### src/rtl/if_stage.sv
// ---------------------------------------------------------------------------
// if_stage : instruction-fetch stage of the MyProc2 pipeline.
//
// Owns the word-addressed program counter and fetches one instruction word
// at a time from instruction memory over a req/ack handshake. Fetched words
// are presented to decode on IR_out/PC_out, with support for stall (hold
// outputs, with a one-entry hold buffer for a word that arrives during a
// stall), flush (squash the presented instruction), branch/jump redirects
// from execute, and stopping on a HALT instruction.
//
// Ports:
//   clk         in   1        clock, all state on rising edge
//   rst         in   1        asynchronous, active-high reset
//   imem_req    out  1        fetch request, held until accepted
//   imem_addr   out  WIDTH-2  word address of the request
//   imem_rdata  in   WIDTH    instruction word, valid with imem_ack
//   imem_ack    in   1        transfer completes when imem_req & imem_ack
//   Br_taken    in   1        redirect pulse from execute
//   Br_target   in   WIDTH-2  redirect word address
//   IsStall     in   1        decode cannot accept; hold outputs
//   IsFlush     in   1        squash instruction presented to decode
//   IR_out      out  WIDTH    instruction to decode
//   PC_out      out  WIDTH-2  word address of IR_out
//   Halted      out  1        HALT delivered; fetch stopped
//   fetch_cnt   out  32       (IF_PERF_CNT_EN only) non-killed transfers
//   stall_cnt   out  32       (IF_PERF_CNT_EN only) stalled REQ/HOLD edges
//
// Optional feature macro: IF_PERF_CNT_EN adds the saturating performance
// counters fetch_cnt and stall_cnt. Without it, those ports do not exist.
// ---------------------------------------------------------------------------
module if_stage #(
    parameter int                 WIDTH    = 32,
    parameter logic [WIDTH-3:0]   RESET_PC = {(WIDTH-2){1'b0}},
    parameter logic [5:0]         HALT_OPC = 6'b111111
) (
    input  logic               clk,
    input  logic               rst,
    output logic               imem_req,
    output logic [WIDTH-3:0]   imem_addr,
    input  logic [WIDTH-1:0]   imem_rdata,
    input  logic               imem_ack,
    input  logic               Br_taken,
    input  logic [WIDTH-3:0]   Br_target,
    input  logic               IsStall,
    input  logic               IsFlush,
    output logic [WIDTH-1:0]   IR_out,
    output logic [WIDTH-3:0]   PC_out,
    output logic               Halted
`ifdef IF_PERF_CNT_EN
    ,
    output logic [31:0]        fetch_cnt,
    output logic [31:0]        stall_cnt
`endif
);

    typedef enum logic [1:0] {
        IDLE   = 2'd0,
        REQ    = 2'd1,
        HOLD   = 2'd2,
        HALTED = 2'd3
    } state_t;

    localparam logic [WIDTH-1:0] NOP     = {WIDTH{1'b0}};
    localparam logic [WIDTH-3:0] PC_ZERO = {(WIDTH-2){1'b0}};
    localparam logic [WIDTH-3:0] PC_ONE  = {{(WIDTH-3){1'b0}}, 1'b1};

    // Registered state
    state_t             state_r;
    logic [WIDTH-3:0]   pc_r;
    logic               kill_r;
    logic [WIDTH-3:0]   kill_addr_r;
    logic [WIDTH-1:0]   hold_ir_r;
    logic [WIDTH-3:0]   hold_pc_r;
    logic [WIDTH-1:0]   ir_r;
    logic [WIDTH-3:0]   pc_out_r;
    logic               halted_r;

    // Next-state values
    state_t             state_s;
    logic [WIDTH-3:0]   pc_s;
    logic               kill_s;
    logic [WIDTH-3:0]   kill_addr_s;
    logic [WIDTH-1:0]   hold_ir_s;
    logic [WIDTH-3:0]   hold_pc_s;
    logic [WIDTH-1:0]   ir_s;
    logic [WIDTH-3:0]   pc_out_s;
    logic               halted_s;

    logic               xfer_s;
    logic               rdata_halt_s;
    logic               hold_halt_s;

    // Opcode is the top six bits of the instruction word.
    function automatic logic is_halt(input logic [WIDTH-1:0] word);
        return (word[WIDTH-1 -: 6] == HALT_OPC);
    endfunction

    assign xfer_s       = (state_r == REQ) && imem_ack;
    assign rdata_halt_s = is_halt(imem_rdata);
    assign hold_halt_s  = is_halt(hold_ir_r);

    // State and datapath register
    always_ff @(posedge clk or posedge rst) begin
        if (rst) begin
            state_r     <= IDLE;
            pc_r        <= RESET_PC;
            kill_r      <= 1'b0;
            kill_addr_r <= PC_ZERO;
            hold_ir_r   <= NOP;
            hold_pc_r   <= PC_ZERO;
            ir_r        <= NOP;
            pc_out_r    <= PC_ZERO;
            halted_r    <= 1'b0;
        end else begin
            state_r     <= state_s;
            pc_r        <= pc_s;
            kill_r      <= kill_s;
            kill_addr_r <= kill_addr_s;
            hold_ir_r   <= hold_ir_s;
            hold_pc_r   <= hold_pc_s;
            ir_r        <= ir_s;
            pc_out_r    <= pc_out_s;
            halted_r    <= halted_s;
        end
    end

    // Next-state and datapath logic
    always_comb begin
        state_s     = state_r;
        pc_s        = pc_r;
        kill_s      = kill_r;
        kill_addr_s = kill_addr_r;
        hold_ir_s   = hold_ir_r;
        hold_pc_s   = hold_pc_r;
        ir_s        = ir_r;
        pc_out_s    = pc_out_r;
        halted_s    = halted_r;

        if (Br_taken) begin
            pc_s      = Br_target;
            ir_s      = NOP;
            pc_out_s  = PC_ZERO;
            hold_ir_s = NOP;
            hold_pc_s = PC_ZERO;
            halted_s  = 1'b0;
            state_s   = REQ;
            // A request still waiting for ack must stay stable on the bus;
            // remember its address and discard its word when it arrives.
            if ((state_r == REQ) && !imem_ack) begin
                kill_s = 1'b1;
                if (!kill_r) begin
                    kill_addr_s = pc_r;
                end else begin
                    kill_addr_s = kill_addr_r;
                end
            end else begin
                kill_s = 1'b0;
            end
        end else if (xfer_s && kill_r) begin
            // Word belongs to the pre-redirect stream: drop it.
            kill_s = 1'b0;
            if (IsFlush && !IsStall) begin
                ir_s     = NOP;
                pc_out_s = PC_ZERO;
            end else begin
                ir_s = ir_r;
            end
        end else begin
            case (state_r)
                IDLE: begin
                    state_s = REQ;
                end
                REQ: begin
                    if (xfer_s) begin
                        if (IsStall) begin
                            hold_ir_s = imem_rdata;
                            hold_pc_s = pc_r;
                            state_s   = HOLD;
                            if (!rdata_halt_s) begin
                                pc_s = pc_r + PC_ONE;
                            end else begin
                                pc_s = pc_r;
                            end
                        end else begin
                            // A new word replaces whatever decode held, so a
                            // coincident flush is already satisfied.
                            ir_s     = imem_rdata;
                            pc_out_s = pc_r;
                            if (rdata_halt_s) begin
                                state_s  = HALTED;
                                halted_s = 1'b1;
                            end else begin
                                pc_s = pc_r + PC_ONE;
                            end
                        end
                    end else if (IsFlush && !IsStall) begin
                        ir_s     = NOP;
                        pc_out_s = PC_ZERO;
                    end else begin
                        ir_s = ir_r;
                    end
                end
                HOLD: begin
                    if (!IsStall) begin
                        ir_s     = hold_ir_r;
                        pc_out_s = hold_pc_r;
                        if (hold_halt_s) begin
                            state_s  = HALTED;
                            halted_s = 1'b1;
                        end else begin
                            state_s = REQ;
                        end
                    end else begin
                        state_s = HOLD;
                    end
                end
                HALTED: begin
                    if (IsFlush && !IsStall) begin
                        ir_s     = NOP;
                        pc_out_s = PC_ZERO;
                    end else begin
                        ir_s = ir_r;
                    end
                end
                default: begin
                    state_s = IDLE;
                end
            endcase
        end
    end

    // Memory request outputs, decoded from registered state
    always_comb begin
        imem_req  = (state_r == REQ);
        if (kill_r) begin
            imem_addr = kill_addr_r;
        end else begin
            imem_addr = pc_r;
        end
    end

    assign IR_out = ir_r;
    assign PC_out = pc_out_r;
    assign Halted = halted_r;

`ifdef IF_PERF_CNT_EN
    // Saturating fetch and stall counters
    always_ff @(posedge clk or posedge rst) begin
        if (rst) begin
            fetch_cnt <= 32'h0000_0000;
            stall_cnt <= 32'h0000_0000;
        end else begin
            if (xfer_s && !kill_r && (fetch_cnt != 32'hFFFF_FFFF)) begin
                fetch_cnt <= fetch_cnt + 32'h0000_0001;
            end
            if (IsStall && ((state_r == REQ) || (state_r == HOLD)) &&
                (stall_cnt != 32'hFFFF_FFFF)) begin
                stall_cnt <= stall_cnt + 32'h0000_0001;
            end
        end
    end
`endif

endmodule

### config.mk
export PLATFORM = sky130hd
export DESIGN_NAME = if_stage
export DESIGN_NICKNAME = d
export VERILOG_FILES = /design/src/rtl/if_stage.sv
export SDC_FILE = /design/constraint.sdc
export NUM_CORES = 1
export LEC_CHECK = 0
export CORE_UTILIZATION = 40
export DETAILED_ROUTE_END_ITERATION = 12
export PLACE_DENSITY = 0.72
export SYNTH_ARGS = -nofsm -noshare
export SYNTH_HDL_FRONTEND = slang
export SYNTH_SLANG_ARGS = --single-unit
### constraint.sdc
create_clock -name clk -period 8.9 [get_ports clk]
set_input_delay 0.89 -clock clk [delete_from_list [all_inputs] [get_ports clk]]
set_output_delay 0.89 -clock clk [all_outputs]
set_load 0.01 [all_outputs]
# --- After elaboration in Yosys (flattened, before gate mapping) ---
# Index checks and enable logic that the tools add are counted.
# W data, S select, Z words.
totals:
  output_inout_bits: 94
  ff_bits: 188
  wordCells: 94
classes:
  n_eq_ne: 15
  mux: 49
  add_sub_neg: 1
  n_reduce_logical: 20
ops:
  columns: ["cell", "n"]
  rows:
  - ["$mux W30", 17]
  - ["$mux W32", 11]
  - ["$pmux W32 S3", 1]
  - ["$pmux W30 S3", 1]
  - ["$add A30 B1 Y30 const B", 1]
  - ["$mux W2", 7]
  - ["$eq A6 B6 Y1 const B", 2]
  - ["$reduce_and A4 Y1", 3]
  - ["$mux W1", 10]
  - ["$ne A3 B3 Y1 const B", 3]
  - ["$reduce_bool A2 Y1", 4]
  - ["$reduce_and A7 Y1", 1]
  - ["$ne A3 B1 Y1 const B", 2]
  - ["$pmux W2 S3", 1]
  - ["$ne A5 B4 Y1 const B", 1]
  - ["$reduce_bool A5 Y1", 1]
  - ["$eq A2 B2 Y1 const B", 2]
  - ["$logic_and A1 B1 Y1", 4]
  - ["$ne A2 B2 Y1 const B", 2]
  - ["$ne A4 B1 Y1 const B", 1]
  - ["$ne A4 B4 Y1 const B", 1]
  - ["$reduce_bool A4 Y1", 1]
  - ["$reduce_and A3 Y1", 1]
  - ["$reduce_bool A3 Y1", 1]
  - ["other kinds (5)", 6]

# --- Depth between registers and ports, before layout ---
logic_depth:
  depth_word: 7
  mapped_depth: 10

# --- Worst setup path before layout ---
# No wires, ideal clock.
synth_path:
  path_type: "input to register"
  from: "input Br_taken"
  to: "register hold_ir_r[0]"
  setup_slack_ps: 6737
  setup_ps: 136
  arrival_ps: 2027
  cell_stages: 5
  required_time_ps: 8764
  path_buffers: 4
  path_cell_list: "clkbuf_1 clkbuf_1 clkbuf_1 clkbuf_1 a21oi_1"
synth_between:
  elab_chain_len: 2
  word_cells_on_any_way: 6
  cone_classes: "1 x eq/ne; 1 x mux; 4 x reduce/logical"
synth_rtl:
  columns: ["element", "line", "rtl"]
  rows:
  - ["start: declaration", "42", "input logic Br_taken,"]
  - ["$ne A2 B2 Y1 (no source line) or $reduce_bool A2 Y1 (tied branches)", null, null]
  - ["$reduce_and A4 Y1 (no source line)", null, null]
  - ["end signal: assignment", "119", "hold_ir_r <= hold_ir_s;"]
  - ["end: declaration", "72", "logic [WIDTH-1:0] hold_ir_r;"]
# Parallel ways exist; a longest one is shown, timed or not.
# A chain may end at the register's enable or synchronous reset.

# --- Worst setup path in the final report ---
layout_path:
  from: "input Br_taken"
  to: "register state_r[1]"
layout_between:
  elab_chain_len: 2
  word_cells_on_any_way: 6
  cone_classes: "3 x eq/ne; 1 x mux; 2 x reduce/logical"
layout_rtl:
  columns: ["element", "line", "rtl"]
  rows:
  - ["$ne A4 B1 Y1 (no source line), or another cell as far along", null, null]
  - ["$reduce_and A4 Y1 (no source line)", null, null]
  - ["end signal: assignment", "115", "state_r <= state_s;"]
  - ["end: declaration", "68", "state_t state_r;"]
# Parallel ways exist; a longest one is shown, timed or not.

==> impl_metrics.env <==
export IMPL_io_pins=162
export IMPL_grt_use_total=0.211
export IMPL_synth_most_common_cell="dfrtp_1"
export IMPL_dp_cells=1348
export IMPL_area_growth_pct=24.1
export IMPL_drv_cap=0
export IMPL_synth_async_reset_ratio=1.00
export IMPL_clk_pin_slew_ns=0.07
export IMPL_cts_made_buffers=17
export IMPL_grt_overflow_total=0
export IMPL_final_layout_size_suffix_gt1_frac=0.108
export IMPL_finalSetupTns_ns=0
export IMPL_hp_start="kill_addr_r[19]"
export IMPL_instances_no_fill=1380
export IMPL_cpPeakStageDelay_ns=0.97
export IMPL_path_cells="buf_4 > buf_4 > clkinv_1 > a31o_2 > o41ai_1"
export IMPL_powerDensity_nw_per_um2=247
export IMPL_ff_latch_area_um2=4700
export IMPL_die_h_um=155
export IMPL_syn_nets=1029
export IMPL_cp_arrival_ns=3.67
export IMPL_peakVddDrop_uv=136
export IMPL_cp_max_fo=67
export IMPL_synth_edf_count=0
export IMPL_yosys_area_top_type="dfrtp_1"
export IMPL_period_share=0.375
export IMPL_p_leak_nw=4.44
export IMPL_worstSetupPathType="in -> reg"
export IMPL_critPathCaptureType="flip-flop"
export IMPL_synth_ff_type="dfrtp_1"
export IMPL_rsz0062_at_grt="no"
export IMPL_cpMostUsedCell="buf_4"
export IMPL_setup_ws_ns=5.56
export IMPL_io_buffers=161
export IMPL_synth_top_area_frac=0.503
export IMPL_cts_buffer_depth=2
export IMPL_drv_slew=0
export IMPL_r2r_end="IR_out[12]"
export IMPL_yosys_register_bits=188
export IMPL_viasPerCell=5.63
export IMPL_p_total_mw=2.86
export IMPL_setup_viol=0
export IMPL_hold_path_class="reg -> reg"
export IMPL_fmax_mhz=300
export IMPL_r2r_start="state_r[0]"
export IMPL_die_x_um=155
export IMPL_ant_nets=0
export IMPL_gp_congestion=0.810
export IMPL_num_antenna_cells=0
export IMPL_cp_start_kind="primary input"
export IMPL_fin_skew_ns=0.0107
export IMPL_grt_pass1_vias=7327
export IMPL_clk_latency_ns=0.44
export IMPL_syn_area_per_cell_um2=9.79
export IMPL_grt_max_degree=123
export IMPL_place_area_um2=11000
export IMPL_worstPathRequired_ns=9.23
export IMPL_drc=0
export IMPL_wl_per_cell_um=17.8
export IMPL_start_util=0.411
export IMPL_synth_distinct_cells=56
export IMPL_yosys_top_cells_area="dfrtp_1 (50%), mux2_2 (7.1%), nand2_1 (6.1%)"
export IMPL_r2r_cells=8
export IMPL_status="complete, no violations"
export IMPL_rows=55
export IMPL_hold_end="kill_addr_r[19]"
export IMPL_fillers=2082
export IMPL_ys_warn_count=0
export IMPL_wirelength_um=24600
export IMPL_first_iter_violations=672
export IMPL_dr_pass1_iters=6
export IMPL_syn_area_um2=9350
export IMPL_die_area_um2=24000
export IMPL_ctsHtreeMaxLevel=4
export IMPL_nets=1128
export IMPL_holdBufCountCts=0
export IMPL_core_um2=22800
export IMPL_cts_tree="built"
export IMPL_multi_input_area_um2=3980
export IMPL_crit_path_top_delay_cell="clkinv_1"
export IMPL_cts_resized=0
export IMPL_dp_hpwl_um=15700
export IMPL_min_period_ns=3.34
export IMPL_r2r_slack_ns=5.75
export IMPL_hold_path_cell_count=1
export IMPL_antenna_found_initial=1
export IMPL_clock_sinks=188
export IMPL_hold_viol=0
export IMPL_seq_area_frac_synth=0.503
export IMPL_cts_setup_buffers=0
export IMPL_yosys_top_cells_count="dfrtp_1 (188), nand2_1 (153), a21oi_1 (70)"
export IMPL_grt_pass1_wl_um=39800
export IMPL_tightest_slew_ns=1.26
export IMPL_root_buffer="clkbuf_16"
export IMPL_postSynthCellCount=955
export IMPL_relSlewSlack=0.158
export IMPL_vias=7775
export IMPL_design_area_um2=11600
export IMPL_pre_cts_ws_ns=5.17
==> area by class of cell <==
| class | count | share of cell area |
|---|---|---|
| Sequential cell | 188 | 0.405 |
| Multi-Input combinational cell | 606 | 0.343 |
| Timing Repair Buffer | 171 | 0.145 |
| Clock buffer | 17 | 0.0366 |
| Tap cell | 313 | 0.0337 |
| Inverter | 70 | 0.0233 |
| Clock inverter | 15 | 0.0131 |
==> registers in the layout, indices dropped and copies added, names as in the netlist <==
signal	count
state_r	2
kill_r	1
hold_pc_r	30
kill_addr_r	30
hold_ir_r	32
pc_r	30
Halted	1
PC_out	30
IR_out	32
==> worst max-delay path by stage <==
stage	from	cells after the start	to	slack (ns)
2_1_floorplan	rst	1	Halted	2.90
3_3_place_gp	Br_taken	5	state_r[1]	5.26
3_5_place_dp	Br_taken	5	state_r[1]	5.17
4_1_cts	Br_taken	5	state_r[1]	5.63
5_1_grt	Br_taken	6	state_r[1]	5.37
6_report	Br_taken	5	state_r[1]	5.56
==> cell families (layout without fill, tap and decap cells) <==
kind of cell / Yosys count / after routing / share of synthesized area
xor+xnor: 5 / 5 / 0.00468
flops: 188 / 188 / 0.503
simple gates: 267 / 267 / 0.137
buf+inv: 161 / 273 / 0.0728
compound gates: 268 / 268 / 0.202
mux: 60 / 60 / 0.0721
fa+ha+maj: 6 / 6 / 0.00803
==> report_power, final <==
part / switching, mW / internal (mW) / leakage (nW)
Sequential: 0.120 / 1.02 / 2.44
Combinational: 0.509 / 0.454 / 1.73
Clock: 0.360 / 0.396 / 0.272
==> per-stage QoR <==
stage | hold slack (ns) | utilization
6_report | 0.500 | 0.510
5_1_grt | 0.511 | 0.510
4_1_cts | 0.505 | 0.510
3_5_place_dp | 0.489 | 0.484
3_3_place_gp | 0.481 | 0.484
2_1_floorplan | 0.474 | -
==> critical path, delay by kind of cell <==
kind            cells  cell delay, ns
compound gates      2            0.86
buf+inv             3            1.88
==> routing by layer <==
metal,up-vias,GRT usage,part of all wire
li1,3674,-,-
met3,36,0.0418,0.070
met1,3778,0.303,0.45
met2,285,0.317,0.46
met4,2,0.0717,0.018
met5,-,0,0.00053
==> layout by cell type (no fill, tap or decap), types with 3 or more instances in the layout <==
cell,instances
dfrtp_1,188
clkdlybuf4s50_1,160
nand2_1,151
a21oi_1,70
inv_1,68
a22oi_1,63
o32ai_1,62
mux2_2,59
nor2_1,20
or4_1,18
clkbuf_16,17
nand3_1,16
nand4_1,16
a31oi_1,15
o21ai_0,15
o211ai_1,13
o31ai_1,12
buf_4,11
inv_6,7
and3_1,6
nor4_1,5
and4_1,5
nor2b_1,5
xor2_1,5
ha_1,5
nor3_1,4
and2_1,4
a211oi_1,4
clkinvlp_4,4
nand2_2,3
nand2b_1,3
inv_8,3
Power figures use the tool's default switching activity.
